## config.mk

```make
export PLATFORM = sky130hd
export DESIGN_NAME = ixc_uclk_gen_multi
export DESIGN_NICKNAME = d
export VERILOG_FILES = /design/src/rtl/ixc_uclk_gen_pkg.sv /design/src/rtl/ixc_uclk_gen_div_ch.sv /design/src/rtl/ixc_uclk_gen_multi.sv
export SDC_FILE = /design/constraint.sdc
export NUM_CORES = 1
export LEC_CHECK = 0
export CAP_MARGIN = 10
export CORE_ASPECT_RATIO = 0.6
export CORE_MARGIN = 2
export CORE_UTILIZATION = 45
export CTS_BUF_LIST = sky130_fd_sc_hd__clkbuf_4
export DETAILED_ROUTE_END_ITERATION = 8
export PLACE_DENSITY = 0.61
export SYNTH_ARGS = -nofsm -noshare
export SYNTH_HDL_FRONTEND = slang
export SYNTH_SLANG_ARGS = --single-unit
```

## constraint.sdc

```tcl
create_clock -name uclk -period 6.25 [get_ports uclk]
set_input_delay 1.5625 -clock uclk [delete_from_list [all_inputs] [get_ports uclk]]
set_output_delay 1.5625 -clock uclk [all_outputs]
set_load 0.1 [all_outputs]
```

## src/rtl/ixc_uclk_gen_pkg.sv

```systemverilog
// ixc_uclk_gen_pkg
//   Shared types for the multi-channel user-clock generator.
//   DIV_W_DEF : default half-period divide width
//   cfg_t     : one config request {ch, div, en}, sized for the widest legal
//               build (16 channels, 16-bit divide) and narrowed at the use site
//   div_sanitize : maps a zero divide onto 1
package ixc_uclk_gen_pkg;

   localparam int DIV_W_DEF = 8;
   localparam int CH_W_MAX  = 4;
   localparam int DIV_W_MAX = 16;

   typedef struct packed {
      logic [CH_W_MAX-1:0]  ch;
      logic [DIV_W_MAX-1:0] div;
      logic                 en;
   } cfg_t;

   // A half-period of zero would never toggle; treat it as the fastest rate.
   function automatic logic [DIV_W_MAX-1:0] div_sanitize(input logic [DIV_W_MAX-1:0] d);
      return (d == '0) ? DIV_W_MAX'(1) : d;
   endfunction

endpackage

```

## src/rtl/ixc_uclk_gen_div_ch.sv

```systemverilog
// ixc_uclk_div_ch
//   One divided-clock channel: half-period down-counter, output phase, rising
//   edge tick and a one-entry pending config that is applied only at a period
//   boundary so the output never produces a runt.
// Ports
//   uclk     in   base clock, all logic on its rising edge
//   rst      in   synchronous active-high reset
//   sync     in   phase-align request (tied low when the feature is absent)
//   acc      in   config accepted for this channel this cycle
//   acc_div  in   sanitized new half-period
//   acc_en   in   new enable
//   clk_out  out  divided clock (registered phase)
//   tick     out  high on the first high cycle of clk_out
//   pend     out  a config is waiting to be applied
module ixc_uclk_div_ch #(
   parameter int DIV_W       = 8,
   parameter int DEFAULT_DIV = 1,
   parameter bit RESET_EN    = 1'b1
) (
   input  logic             uclk,
   input  logic             rst,
   input  logic             sync,
   input  logic             acc,
   input  logic [DIV_W-1:0] acc_div,
   input  logic             acc_en,
   output logic             clk_out,
   output logic             tick,
   output logic             pend
);

   localparam logic [DIV_W-1:0] ONE     = DIV_W'(1);
   localparam logic [DIV_W-1:0] DEF_DIV = (DEFAULT_DIV < 1) ? ONE : DIV_W'(DEFAULT_DIV);

   logic [DIV_W-1:0] div, cnt, p_div;
   logic             en, p_en, phase;

   assign clk_out = phase;

   always_ff @(posedge uclk) begin
      if (rst) begin
         div   <= DEF_DIV;
         cnt   <= DEF_DIV - ONE;
         en    <= RESET_EN;
         phase <= 1'b0;
         tick  <= 1'b0;
         p_div <= DEF_DIV;
         p_en  <= 1'b0;
         pend  <= 1'b0;
      end else begin
         tick <= 1'b0;
         // Accept only happens while pend is clear, so it never races the
         // apply paths below, which all require pend set.
         if (acc) begin
            p_div <= acc_div;
            p_en  <= acc_en;
            pend  <= 1'b1;
         end
         if (en && sync) begin
            // Restart the low phase so every channel rises div cycles later.
            phase <= 1'b0;
            if (pend) begin
               div  <= p_div;
               en   <= p_en;
               cnt  <= p_div - ONE;
               pend <= 1'b0;
            end else begin
               cnt <= div - ONE;
            end
         end else if (en) begin
            if (cnt == '0) begin
               if (!phase && pend) begin
                  // End of a low phase: the safe point to swap ratio/enable.
                  div   <= p_div;
                  en    <= p_en;
                  cnt   <= p_div - ONE;
                  pend  <= 1'b0;
                  phase <= p_en;
                  tick  <= p_en;
               end else begin
                  phase <= !phase;
                  tick  <= !phase;
                  cnt   <= div - ONE;
               end
            end else begin
               cnt <= cnt - ONE;
            end
         end else begin
            // Stopped: hold the count, apply a waiting config immediately and
            // start a full-length low phase from it.
            phase <= 1'b0;
            if (pend) begin
               div  <= p_div;
               en   <= p_en;
               cnt  <= p_div - ONE;
               pend <= 1'b0;
            end
         end
      end
   end

endmodule

```

## src/rtl/ixc_uclk_gen_multi.sv

```systemverilog
// ixc_uclk_gen_multi
//   NUM_CH runtime-programmable divided user clocks derived from uclk, each
//   with a one-cycle rising-edge tick for logic that stays in the uclk domain.
//   Optional macro IXC_UCLK_GEN_SYNC_START_EN adds the sync_start input that
//   phase-aligns every enabled channel.
// Ports
//   uclk        in   base clock
//   rst         in   synchronous active-high reset
//   cfg_valid   in   config request
//   cfg_ready   out  request accepted when valid & ready
//   cfg_ch      in   target channel (out-of-range: accepted and dropped)
//   cfg_div     in   new half-period in uclk cycles, 0 treated as 1
//   cfg_en      in   new enable
//   sync_start  in   (macro only) restart all enabled channels in phase
//   clk_out     out  divided clocks, 50% duty, period 2*div
//   clk_tick    out  pulse on the first high cycle of each clk_out
//   busy        out  any channel has a config pending
// DIV_W may not exceed ixc_uclk_gen_pkg::DIV_W_MAX, NUM_CH may not exceed 16.
module ixc_uclk_gen_multi
   import ixc_uclk_gen_pkg::*;
#(
   parameter int                NUM_CH      = 4,
   parameter int                DIV_W       = DIV_W_DEF,
   parameter int                DEFAULT_DIV = 1,
   parameter logic [NUM_CH-1:0] RESET_EN    = {NUM_CH{1'b1}},
   localparam int               CH_W        = (NUM_CH > 1) ? $clog2(NUM_CH) : 1
) (
   input  logic              uclk,
   input  logic              rst,
   input  logic              cfg_valid,
   output logic              cfg_ready,
   input  logic [CH_W-1:0]   cfg_ch,
   input  logic [DIV_W-1:0]  cfg_div,
   input  logic              cfg_en,
`ifdef IXC_UCLK_GEN_SYNC_START_EN
   input  logic              sync_start,
`endif
   output logic [NUM_CH-1:0] clk_out,
   output logic [NUM_CH-1:0] clk_tick,
   output logic              busy
);

   cfg_t              req;
   logic [DIV_W-1:0]  san_div;
   logic [NUM_CH-1:0] acc, pend;
   logic              sync;

`ifdef IXC_UCLK_GEN_SYNC_START_EN
   assign sync = sync_start;
`else
   assign sync = 1'b0;
`endif

   assign req     = '{ch: CH_W_MAX'(cfg_ch), div: DIV_W_MAX'(cfg_div), en: cfg_en};
   assign san_div = DIV_W'(div_sanitize(req.div));

   // Ready follows the addressed channel's pending flag; an address with no
   // channel behind it matches nothing and is simply swallowed.
   always_comb begin
      cfg_ready = 1'b1;
      acc       = '0;
      for (int i = 0; i < NUM_CH; i++) begin
         if (req.ch == CH_W_MAX'(i)) begin
            cfg_ready = !pend[i];
            acc[i]    = cfg_valid && !pend[i];
         end
      end
   end

   assign busy = |pend;

   for (genvar g = 0; g < NUM_CH; g++) begin : g_ch
      ixc_uclk_div_ch #(
         .DIV_W      (DIV_W),
         .DEFAULT_DIV(DEFAULT_DIV),
         .RESET_EN   (RESET_EN[g])
      ) u_ch (
         .uclk   (uclk),
         .rst    (rst),
         .sync   (sync),
         .acc    (acc[g]),
         .acc_div(san_div),
         .acc_en (req.en),
         .clk_out(clk_out[g]),
         .tick   (clk_tick[g]),
         .pend   (pend[g])
      );
   end

endmodule

```

==> parameters.txt <==
Parameter                              Value

Status
  Result of the run    complete, no violations

Global routing
  Grt ovf    0
  Global-route wire length before repair    28200 um
  Number of global-route vias before repair    5622
  Largest net degree at the start of global routing    84
  Initial antenna violation count    0
  Overall global routing resource usage    0.222

Cells and area
  Area occupied by multi-input gates    3840 um2
  Final core area utilization    0.492
  Layout overhead on the synthesized area    7.77%
  Number of fillers in the final layout    1420
  Fraction of final layout cells sized beyond drive strength 1    0.0572
  Antenna diode count    0
  Register cell area after layout    2320 um2
  Finished layout cell area    7080 um2
  Final layout net count    870

Drt
  Vias/cell    5.79
  Residual antenna-violating net count after detailed routing    0
  Number of vias after detailed routing    6111
  DRC marker count from the first detailed-route iteration    512
  Average wire per cell in the routed design    16.0 um
  First-pass iteration count of the detailed router    5
  Residual DRC count    0
  Detailed Route WL    16900 um

Die
  Horizontal die dimension    160 um
  Cell row count    34
  Core Box Area    14400 um2
  Count of pins on the block boundary    24
  Total die area    15600 um2
  Initial Utilization    0.457
  Floorplan die height    97.6 um

Timing
  Max transition margin    0.352
  Slew of the pin with the lowest slew margin    969 ps
  Setup violations, final    0
  Final hold violation count    0
  Unrepaired setup endpoints after global routing    no
  Setup total negative slack    0 ps
  Maximum clock frequency    216 MHz
  Final worst setup slack    1610 ps
  Total count of max-transition violations in the final report    0
  Final min period    4640 ps
  Share of the cycle needed by the critical path after routing    0.742
  Final clock skew    20.1 ps

Worst setup path
  Critical path endpoint category    output pin
  Crit Path Category    primary input to output pin
  Crit-path max FO    7
  Req. time, crit path    4690 ps
  Setup crit start kind    primary input
  Critical Path AT    3080 ps
  Flop2flop setup slack    3730 ps

Yosys
  Async S/R FF share, synth    0
  Share of Yosys cell area claimed by the top area cell type    0.354
  Combined area of all synthesized cells    6570 um2
  Flip-flop and latch count after synthesis    116
  Area contributors post-synth    sky130_fd_sc_hd__dfxtp_1 35%, sky130_fd_sc_hd__nand2_1 8.3%, sky130_fd_sc_hd__a21oi_1 7.1%, sky130_fd_sc_hd__xnor2_1 3.7%, sky130_fd_sc_hd__nor2_1 3.6%
  Post-synth EDFFs    0
  Synthesis warning total    0
  Sequential cell area fraction in the yosys report    0.354
  Number of library cell types mapped by synthesis    64
  Top flip-flop cell by instance count after synthesis    sky130_fd_sc_hd__dfxtp_1
  Mapped Nets    888
  Cells after Synth    862
  Average footprint of a synthesized cell    7.62 um2
  Library cell occupying the most area in the post-synthesis netlist    sky130_fd_sc_hd__dfxtp_1

CTS
  Hold buffer count at CTS    0
  Count of H-tree levels built during CTS    4
  Clk slew on worst S/H paths    100 ps
  Clock latency at the later pin of the worst-skew pair    550 ps
  Deepest clock path buffer count    2
  Buffer count from post-CTS setup fixing    0
  Cell at the root of the clock tree    sky130_fd_sc_hd__clkbuf_4
  TritonCTS clock tree    done
  Count of cells resized by post-cts repair    0
  TritonCTS buffer count    17
  Num Clock Sinks    116

Min path
  Class of the tightest hold or removal check    flip-flop to flip-flop

Place
  Port Buffer Count    23
  Placed instance area    6780 um2
  Setup slack after placement    1630 ps
  Final HPWL from detailed placement    11900 um
  Global placement routability congestion    0.908

Power
  Leakage power total    2.66 nW
  Largest vdd supply drop    0.149 mV
  Total power after layout    2.74 mW
  P per Cell Area    388 nW/um2

Flow run
  Maximum Capacitance Violations    0
[synthesized netlist by cell type, types with 16 or more instances]
master                     count
sky130_fd_sc_hd__a21oi_1      93
sky130_fd_sc_hd__clkbuf_1     45
sky130_fd_sc_hd__dfxtp_1     116
sky130_fd_sc_hd__inv_1        33
sky130_fd_sc_hd__mux2i_1      19
sky130_fd_sc_hd__nand2_1     146
sky130_fd_sc_hd__nand3_1      33
sky130_fd_sc_hd__nor2_1       63
sky130_fd_sc_hd__nor3_1       36
sky130_fd_sc_hd__nor4_1       17
sky130_fd_sc_hd__o211ai_1     21
sky130_fd_sc_hd__o21ai_0      16
sky130_fd_sc_hd__xnor2_1      28
sky130_fd_sc_hd__xor2_1       22
[power by group]
part | switching (mW) | internal (mW) | leakage (nW)
Combinational | 0.704 | 0.426 | 1.55
Sequential | 0.151 | 0.850 | 0.946
Clock | 0.299 | 0.312 | 0.163
Total | 1.15 | 1.59 | 2.66
[layer usage]
| layer | up-vias | routed length, um | track usage |
|---|---|---|---|
| met5 | - | 0 | 0 |
| met4 | 0 | 201 | 0.0638 |
| met3 | 23 | 1150 | 0.0427 |
| met2 | 209 | 6910 | 0.317 |
| met1 | 2866 | 8630 | 0.335 |
| li1 | 3013 | - | - |
[stage by stage]
step                      hold slack (ps)  std cells
after floorplan                       448        862
after global placement                460       1023
after detailed placement              462       1023
after CTS                             481       1055
after global routing                  496       1055
final                                 482       1055
[kinds of logic after synthesis]
kind of cell             share of synthesized area
AND/OR/NAND/NOR                              0.264
AO/OA/AOI/OAI                                0.201
flip-flops                                   0.354
buffers and inverters                       0.0613
XOR/XNOR                                    0.0667
multiplexers                                0.0307
adder cells (fa/ha/maj)                     0.0229
[cell type report]
type / instances / share of cell area
Sequential cell: 116 / 0.328
Inverter: 33 / 0.0175
Clock inverter: 14 / 0.0235
Multi-Input combinational cell: 651 / 0.543
Timing Repair Buffer: 25 / 0.0339
Clock buffer: 18 / 0.0191
Tap cell: 198 / 0.0350
[layout by cell type (no fill, tap or decap), types with 3 or more instances in the layout]
cell type                           n
sky130_fd_sc_hd__a211o_1            5
sky130_fd_sc_hd__a211oi_1          12
sky130_fd_sc_hd__a21oi_1           93
sky130_fd_sc_hd__a221oi_1           3
sky130_fd_sc_hd__a22o_1             3
sky130_fd_sc_hd__a31oi_1            9
sky130_fd_sc_hd__a32oi_1            7
sky130_fd_sc_hd__and3_1             5
sky130_fd_sc_hd__buf_4              4
sky130_fd_sc_hd__bufinv_16          4
sky130_fd_sc_hd__clkbuf_4          18
sky130_fd_sc_hd__clkdlybuf4s50_1   21
sky130_fd_sc_hd__clkinv_1           5
sky130_fd_sc_hd__clkinv_2           4
sky130_fd_sc_hd__dfxtp_1          116
sky130_fd_sc_hd__ha_1              12
sky130_fd_sc_hd__inv_1             33
sky130_fd_sc_hd__mux2i_1           19
sky130_fd_sc_hd__nand2_1          146
sky130_fd_sc_hd__nand2_2            3
sky130_fd_sc_hd__nand2b_1           8
sky130_fd_sc_hd__nand3_1           33
sky130_fd_sc_hd__nand3b_1           4
sky130_fd_sc_hd__nor2_1            63
sky130_fd_sc_hd__nor2b_1           11
sky130_fd_sc_hd__nor3_1            36
sky130_fd_sc_hd__nor3b_1            7
sky130_fd_sc_hd__nor4_1            17
sky130_fd_sc_hd__o211ai_1          21
sky130_fd_sc_hd__o21ai_0           16
sky130_fd_sc_hd__o22ai_1            3
sky130_fd_sc_hd__o31ai_1            8
sky130_fd_sc_hd__or2_2              3
sky130_fd_sc_hd__or3_1             10
sky130_fd_sc_hd__or4_1              7
sky130_fd_sc_hd__xnor2_1           28
sky130_fd_sc_hd__xor2_1            22
[path summary, 6_finish.rpt]
check,from,to,depth (start not counted)
hold reg to reg,g_ch[0].u_ch.p_en,g_ch[0].u_ch.p_en,2
setup / recovery,cfg_ch[0],cfg_ready,4
setup reg to reg,g_ch[2].u_ch.cnt[0],g_ch[2].u_ch.div[0],7
hold / removal,g_ch[0].u_ch.p_en,g_ch[0].u_ch.p_en,2
[critical path, cell delays in order]
cell and delay [ps]:
sky130_fd_sc_hd__clkdlybuf4s50_1 600, sky130_fd_sc_hd__mux2_2 360, sky130_fd_sc_hd__o21ai_0 210, sky130_fd_sc_hd__buf_4 340
[sequential cells by signal, indices dropped and copies added, names as in the netlist]
register	count
g_ch.u_ch.div	32
g_ch.u_ch.en	4
g_ch.u_ch.clk_out	4
g_ch.u_ch.pend	4
g_ch.u_ch.p_div	32
g_ch.u_ch.tick	4
g_ch.u_ch.cnt	32
g_ch.u_ch.p_en	4
Power figures use the tool's default switching activity.
